## src/rtl/chip8_fb_responder.sv

```systemverilog
// chip8_fb_responder: 256-byte framebuffer with a single-request processor port
// (plain read/write, XOR-draw with collision flag, clear-all) and an independent
// read-only video port. Both read paths have READ_LATENCY cycles of latency.
// Build option: define FB_RESET_CLEAR_EN to run an automatic, response-less clear
// of the whole framebuffer after every reset release.
module chip8_fb_responder #(
    parameter int READ_LATENCY = 2
) (
    input  logic        clk_in,
    input  logic        rst_in,
    input  logic [11:0] proc_addr_in,
    input  logic        proc_we_in,
    input  logic        proc_valid_in,
    input  logic [7:0]  proc_data_in,
    input  logic [1:0]  proc_type_in,
    output logic        proc_ready_out,
    output logic        proc_valid_out,
    output logic [7:0]  data_out,
    input  logic [7:0]  video_addr_in,
    output logic [7:0]  video_data_out
);

    typedef enum logic [2:0] {IDLE, RD_WAIT, RMW_RD, RMW_WR, CLEAR, RESP} state_e;

    state_e     state_reg;
    logic [7:0] addr_reg;
    logic [7:0] operand_reg;
    logic [7:0] clr_cnt_reg;
    logic [2:0] wait_cnt_reg;
    logic [7:0] resp_data_reg;
    logic       resp_ram_reg;
    logic       ready_reg;
    logic       valid_reg;
`ifdef FB_RESET_CLEAR_EN
    logic       auto_clear_reg;
`endif

    logic [7:0] fb [256];
    logic [7:0] proc_pipe [READ_LATENCY];
    logic [7:0] video_pipe [READ_LATENCY];

    logic [7:0] port_addr;
    logic       wr_en;
    logic [7:0] wr_data;
    logic [7:0] old_data;

    // Upper address nibble is deliberately ignored.
    wire unused_high_addr = &{1'b0, proc_addr_in[11:8]};

    // The processor read data of the latched address, READ_LATENCY cycles after it was sampled.
    assign old_data = proc_pipe[READ_LATENCY-1];

    // Processor-side port: one address shared by read and write, write gated off during reset.
    always_comb begin
        port_addr = addr_reg;
        wr_en     = 1'b0;
        wr_data   = 8'h00;
        case (state_reg)
            IDLE: begin
                port_addr = proc_addr_in[7:0];
                wr_en     = proc_valid_in && (proc_type_in == 2'b00) && proc_we_in;
                wr_data   = proc_data_in;
            end
            RMW_WR: begin
                wr_en   = 1'b1;
                wr_data = old_data ^ operand_reg;
            end
            CLEAR: begin
                port_addr = clr_cnt_reg;
                wr_en     = 1'b1;
            end
            default: ;
        endcase
        if (!rst_in) begin
            wr_en = 1'b0;
        end
    end

    // Framebuffer write plus read-first registered read on the processor port.
    always_ff @(posedge clk_in) begin
        if (wr_en) begin
            fb[port_addr] <= wr_data;
        end
        proc_pipe[0] <= fb[port_addr];
        for (int i = 1; i < READ_LATENCY; i++) begin
            proc_pipe[i] <= proc_pipe[i-1];
        end
    end

    // Video port: read-first registered read, delayed to READ_LATENCY, cleared by reset.
    always_ff @(posedge clk_in) begin
        if (!rst_in) begin
            for (int i = 0; i < READ_LATENCY; i++) begin
                video_pipe[i] <= 8'h00;
            end
        end else begin
            video_pipe[0] <= fb[video_addr_in];
            for (int i = 1; i < READ_LATENCY; i++) begin
                video_pipe[i] <= video_pipe[i-1];
            end
        end
    end

    // Request sequencer with registered ready/valid and response data.
    always_ff @(posedge clk_in) begin
        if (!rst_in) begin
`ifdef FB_RESET_CLEAR_EN
            state_reg      <= CLEAR;
            ready_reg      <= 1'b0;
            auto_clear_reg <= 1'b1;
`else
            state_reg      <= IDLE;
            ready_reg      <= 1'b1;
`endif
            valid_reg     <= 1'b0;
            resp_ram_reg  <= 1'b0;
            resp_data_reg <= 8'h00;
            clr_cnt_reg   <= 8'h00;
            wait_cnt_reg  <= 3'd0;
        end else begin
            valid_reg <= 1'b0;
            case (state_reg)
                IDLE: begin
                    if (proc_valid_in) begin
                        addr_reg      <= proc_addr_in[7:0];
                        operand_reg   <= proc_data_in;
                        ready_reg     <= 1'b0;
                        resp_ram_reg  <= 1'b0;
                        resp_data_reg <= 8'h00;
                        wait_cnt_reg  <= 3'd1;
                        case (proc_type_in)
                            2'b00: begin
                                if (proc_we_in) begin
                                    state_reg <= RESP;
                                    valid_reg <= 1'b1;
                                end else begin
                                    resp_ram_reg <= 1'b1;
                                    if (READ_LATENCY == 1) begin
                                        state_reg <= RESP;
                                        valid_reg <= 1'b1;
                                    end else begin
                                        state_reg <= RD_WAIT;
                                    end
                                end
                            end
                            2'b01: begin
                                state_reg <= (READ_LATENCY == 1) ? RMW_WR : RMW_RD;
                            end
                            2'b10: begin
                                state_reg   <= CLEAR;
                                clr_cnt_reg <= 8'h00;
                            end
                            default: begin
                                state_reg <= RESP;
                                valid_reg <= 1'b1;
                            end
                        endcase
                    end
                end
                RD_WAIT: begin
                    if (wait_cnt_reg == 3'(READ_LATENCY - 1)) begin
                        state_reg <= RESP;
                        valid_reg <= 1'b1;
                    end else begin
                        wait_cnt_reg <= wait_cnt_reg + 3'd1;
                    end
                end
                RMW_RD: begin
                    if (wait_cnt_reg == 3'(READ_LATENCY - 1)) begin
                        state_reg <= RMW_WR;
                    end else begin
                        wait_cnt_reg <= wait_cnt_reg + 3'd1;
                    end
                end
                RMW_WR: begin
                    resp_data_reg <= {7'd0, |(old_data & operand_reg)};
                    state_reg     <= RESP;
                    valid_reg     <= 1'b1;
                end
                CLEAR: begin
                    clr_cnt_reg <= clr_cnt_reg + 8'd1;
                    if (clr_cnt_reg == 8'hFF) begin
`ifdef FB_RESET_CLEAR_EN
                        if (auto_clear_reg) begin
                            state_reg      <= IDLE;
                            ready_reg      <= 1'b1;
                            auto_clear_reg <= 1'b0;
                        end else begin
                            state_reg <= RESP;
                            valid_reg <= 1'b1;
                        end
`else
                        state_reg <= RESP;
                        valid_reg <= 1'b1;
`endif
                    end
                end
                RESP: begin
                    state_reg <= IDLE;
                    ready_reg <= 1'b1;
                end
                default: begin
                    state_reg <= IDLE;
                    ready_reg <= 1'b1;
                end
            endcase
        end
    end

    assign proc_ready_out = ready_reg;
    assign proc_valid_out = valid_reg;
    assign data_out       = valid_reg ? (resp_ram_reg ? old_data : resp_data_reg) : 8'h00;
    assign video_data_out = video_pipe[READ_LATENCY-1];

endmodule

```

## config.mk

```make
export PLATFORM = sky130hd
export DESIGN_NAME = chip8_fb_responder
export DESIGN_NICKNAME = d
export VERILOG_FILES = /design/src/rtl/chip8_fb_responder.sv
export SDC_FILE = /design/constraint.sdc
export NUM_CORES = 2
export LEC_CHECK = 0
export ABC_AREA = 0
export BUFFER_PORTS_ARGS = -buffer_cell sky130_fd_sc_hd__buf_2
export CAP_MARGIN = 20
export CORE_MARGIN = 1
export CORE_UTILIZATION = 55
export DETAILED_ROUTE_END_ITERATION = 6
export HOLD_SLACK_MARGIN = 0.05
export PLACE_DENSITY = 0.71
export SYNTH_ARGS = -nofsm -noshare
export SYNTH_HDL_FRONTEND = slang
export SYNTH_SLANG_ARGS = --single-unit
```

## constraint.sdc

```tcl
create_clock -name clk_in -period 16.2 [get_ports clk_in]
set_clock_uncertainty 0.2 [all_clocks]
set_input_delay 0.81 -clock clk_in [delete_from_list [all_inputs] [get_ports clk_in]]
set_output_delay 0.81 -clock clk_in [all_outputs]
set_load 0.01 [all_outputs]
```

==> flow_summary.yaml <==
logic_synthesis:
  synthArstFlopShare: 0
  yosysSeqAreaShare: 0.629
  syn_nets: 6633
  ys_types: 54
  ys_ff_latch: 2114
  syn_area_per_cell_um2: 15.2
  synthCells: 6584
  yosys.area.top_type: "edfxtp_1"
  ys.flop_type: "edfxtp_1"
  synthTopCellsByArea: "edfxtp_1 62%, mux4_2 15%, mux2i_1 5.5%"
  synth_top_area_share: 0.619
  yosys_warnings: 0
  syn_area_mm2: 0.100
  synth_edf_count: 2064
sta:
  min_period_over_period: 0.439
  fin_crit_ps: 7120
  fin_tns_setup_ps: 0
  rsz0062_at_grt: "no"
  fmax_mhz: 141
  setup_violations: 0
  finalWorstSetupSlack_ps: 9080
  hold_viol: 0
  drv_slew: 0
  tightest_slew_ps: 1380
  relSlewSlack: 0.0785
die:
  start_util: 0.554
  die_area_mm2: 0.184
  core-area_mm2: 0.181
  die_w_um: 429
  ios: 52
  die_h_um: 429
  fp-row-count: 156
detailed_routing:
  drt-total-wl_um: 301000
  post_drt_wl_per_cell_um: 33.5
  drc: 0
  via_count: 64300
  drt_first_iter_violations: 9907
  ant_nets: 0
  dr.pass1.iters: 6
  post_drt_via_cell_ratio: 7.16
clock_tree:
  clock_path_buffers: 3
  cts.hold.buffers_added: 16
  numCtsBuffers: 210
  postCtsResizedCells: 0
  cts_root_buf: "clkbuf_16"
  cts_sinks: 2114
  cts_tree: "yes"
  htreeDepth: 4
  clk_pin_slew_ps: 60
  post_cts_buffers: 0
  clock_latency_ps: 830
setup_path:
  crit_path_end_kind: "register"
  path_buf_inv: 5
  crit_fanout: 69
  cp-start-kind: "register"
  required_ps: 16680
  cp_top_family: "buffers and inverters"
  cp_cell_sequence: "o21bai_4 > buf_4 > a21boi_4 > buf_4 > buf_4 > buf_4 > buf_4 > mux2i_1 > mux2i_1 > a22oi_1 > nand4_1 > o21ai_0 > nand4_1"
  critPathSlowestCell: "buf_4"
  r2r_cells: 13
  cpMostUsedCell: "buf_4"
  cp.depth: 13
  cp_data_arrival_time_ps: 7600
  path_class: "reg -> reg"
  max_stage_delay_ps: 880
global_routing:
  gr-total-overflow: 0
  grt_max_degree: 231
  grt_pass1_wl_um: 435000
  grt.total_usage: 0.325
  grt_pass1_vias: 62400
  antenna_found_initial: 6
min_path:
  hp-class: "in -> reg"
  min_path_cells: 3
cells_and_area:
  drive_gt1_frac: 0.175
  n_fill_cell: 13100
  largest_register_ffs: 2048
  largest-register: "fb"
  top_regs: "fb x2048, proc_pipe x16, video_pipe x16"
  syn2layout_area_growth_pct: 8.81
  finalNetCount: 6486
place:
  dp_slack_ps: 9330
  gp_congestion: 0.904
  post-dp-hpwl_um: 183000
  port_buffers: 47
power_and_ir_drop:
  ir_drop_uv: 209
  power.leakage_uw: 0.0364
  p_per_area_mw_per_mm2: 169
outcome:
  status: "completed"
flow_run:
  maxCapViolations: 0
## cells by family (layout without fill, tap and decap cells)
logic type	Yosys count	in the layout	share of synthesized area
flops	2114	2114	0.629
mux	1219	1219	0.206
other cells	0	10	0
buf+inv	552	577	0.0234
fa+ha+maj	15	15	0.00187
xor+xnor	7	7	0.000612
simple gates	1791	1791	0.0757
compound gates	886	886	0.0641
## area by class of cell
| class | instances | area (µm²) | area share |
|---|---|---|---|
| flip-flops and latches | 2114 | 63000 | 0.578 |
| repair buffers | 186 | 1550 | 0.0142 |
| clock buffers | 287 | 5750 | 0.0528 |
| well taps | 2370 | 2970 | 0.0272 |
| inverters | 7 | 26.3 | 0.000241 |
| diodes | 10 | 25.0 | 0.000230 |
| clock inverters | 97 | 651 | 0.00597 |
| multi-input cells | 3918 | 35100 | 0.322 |
## cells in the final DEF (no fill, tap or decap), types with 103 or more instances in the layout
| cell type | count |
|---|---|
| nand2_1 | 928 |
| buf_4 | 103 |
| mux2i_1 | 546 |
| a21oi_1 | 210 |
| a22oi_1 | 200 |
| a211oi_1 | 152 |
| nor2_1 | 300 |
| mux4_2 | 672 |
| edfxtp_1 | 2064 |
| clkbuf_16 | 218 |
| nand3_1 | 385 |
## cells in the mapped netlist (all sizes together), types with 9 or more instances
library cell     n
nand3          385
and2            44
o31ai            9
o21ai           24
nor4            27
mux4           672
o211a           72
a32oi           17
ha              15
a311oi          24
mux2i          546
clkbuf         291
edfxtp        2064
nand4           46
a21oi          210
nor2           318
nor3            11
a22oi          200
and3            12
a31oi           34
o2111ai         80
a221oi          33
dfxtp           50
a211oi         152
nand2          936
buf            254
## per-layer routing
layer	wire (µm)	vias up	track usage
met1	108000	32800	0.446
met5	103	-	0.00260
li1	-	26200	-
met2	137000	4531	0.486
met3	37000	776	0.0747
met4	18100	6	0.173
## path summary, 6_finish.rpt
| kind | slack [ps] | endpoint | from |
|---|---|---|---|
| max reg2reg | 9080 | proc_pipe[0][1] | state_reg[0] |
| min reg2reg | 250 | wait_cnt_reg[2] | wait_cnt_reg[2] |
| max | 9080 | proc_pipe[0][1] | state_reg[0] |
| min | 100 | resp_ram_reg | proc_we_in |
## per-stage QoR
stage / std cells / utilization / total power, µW / hold WS [ps] / cell area [µm²]
global placement: 8572 / 0.566 / 13500 / 244 / 102000
finish: 8989 / 0.603 / 18400 / 99.4 / 109000
CTS: 8973 / 0.603 / 18200 / 57.8 / 109000
floorplan: 6584 / - / 11400 / 110 / 100000
global route: 8982 / 0.603 / 18900 / 108 / 109000
detailed placement: 8573 / 0.566 / 13600 / 241 / 102000
## worst min-delay path, cell delays in order
cell,delay (ps)
buf_2,100
nand3b_1,100
a21boi_0,70
## power breakdown
group | internal (µW) | switching (µW) | total [µW]
Sequential | 6750 | 57.3 | 6800
Combinational | 1900 | 5070 | 6970
Clock | 2580 | 2060 | 4640
Power figures use the tool's default switching activity.
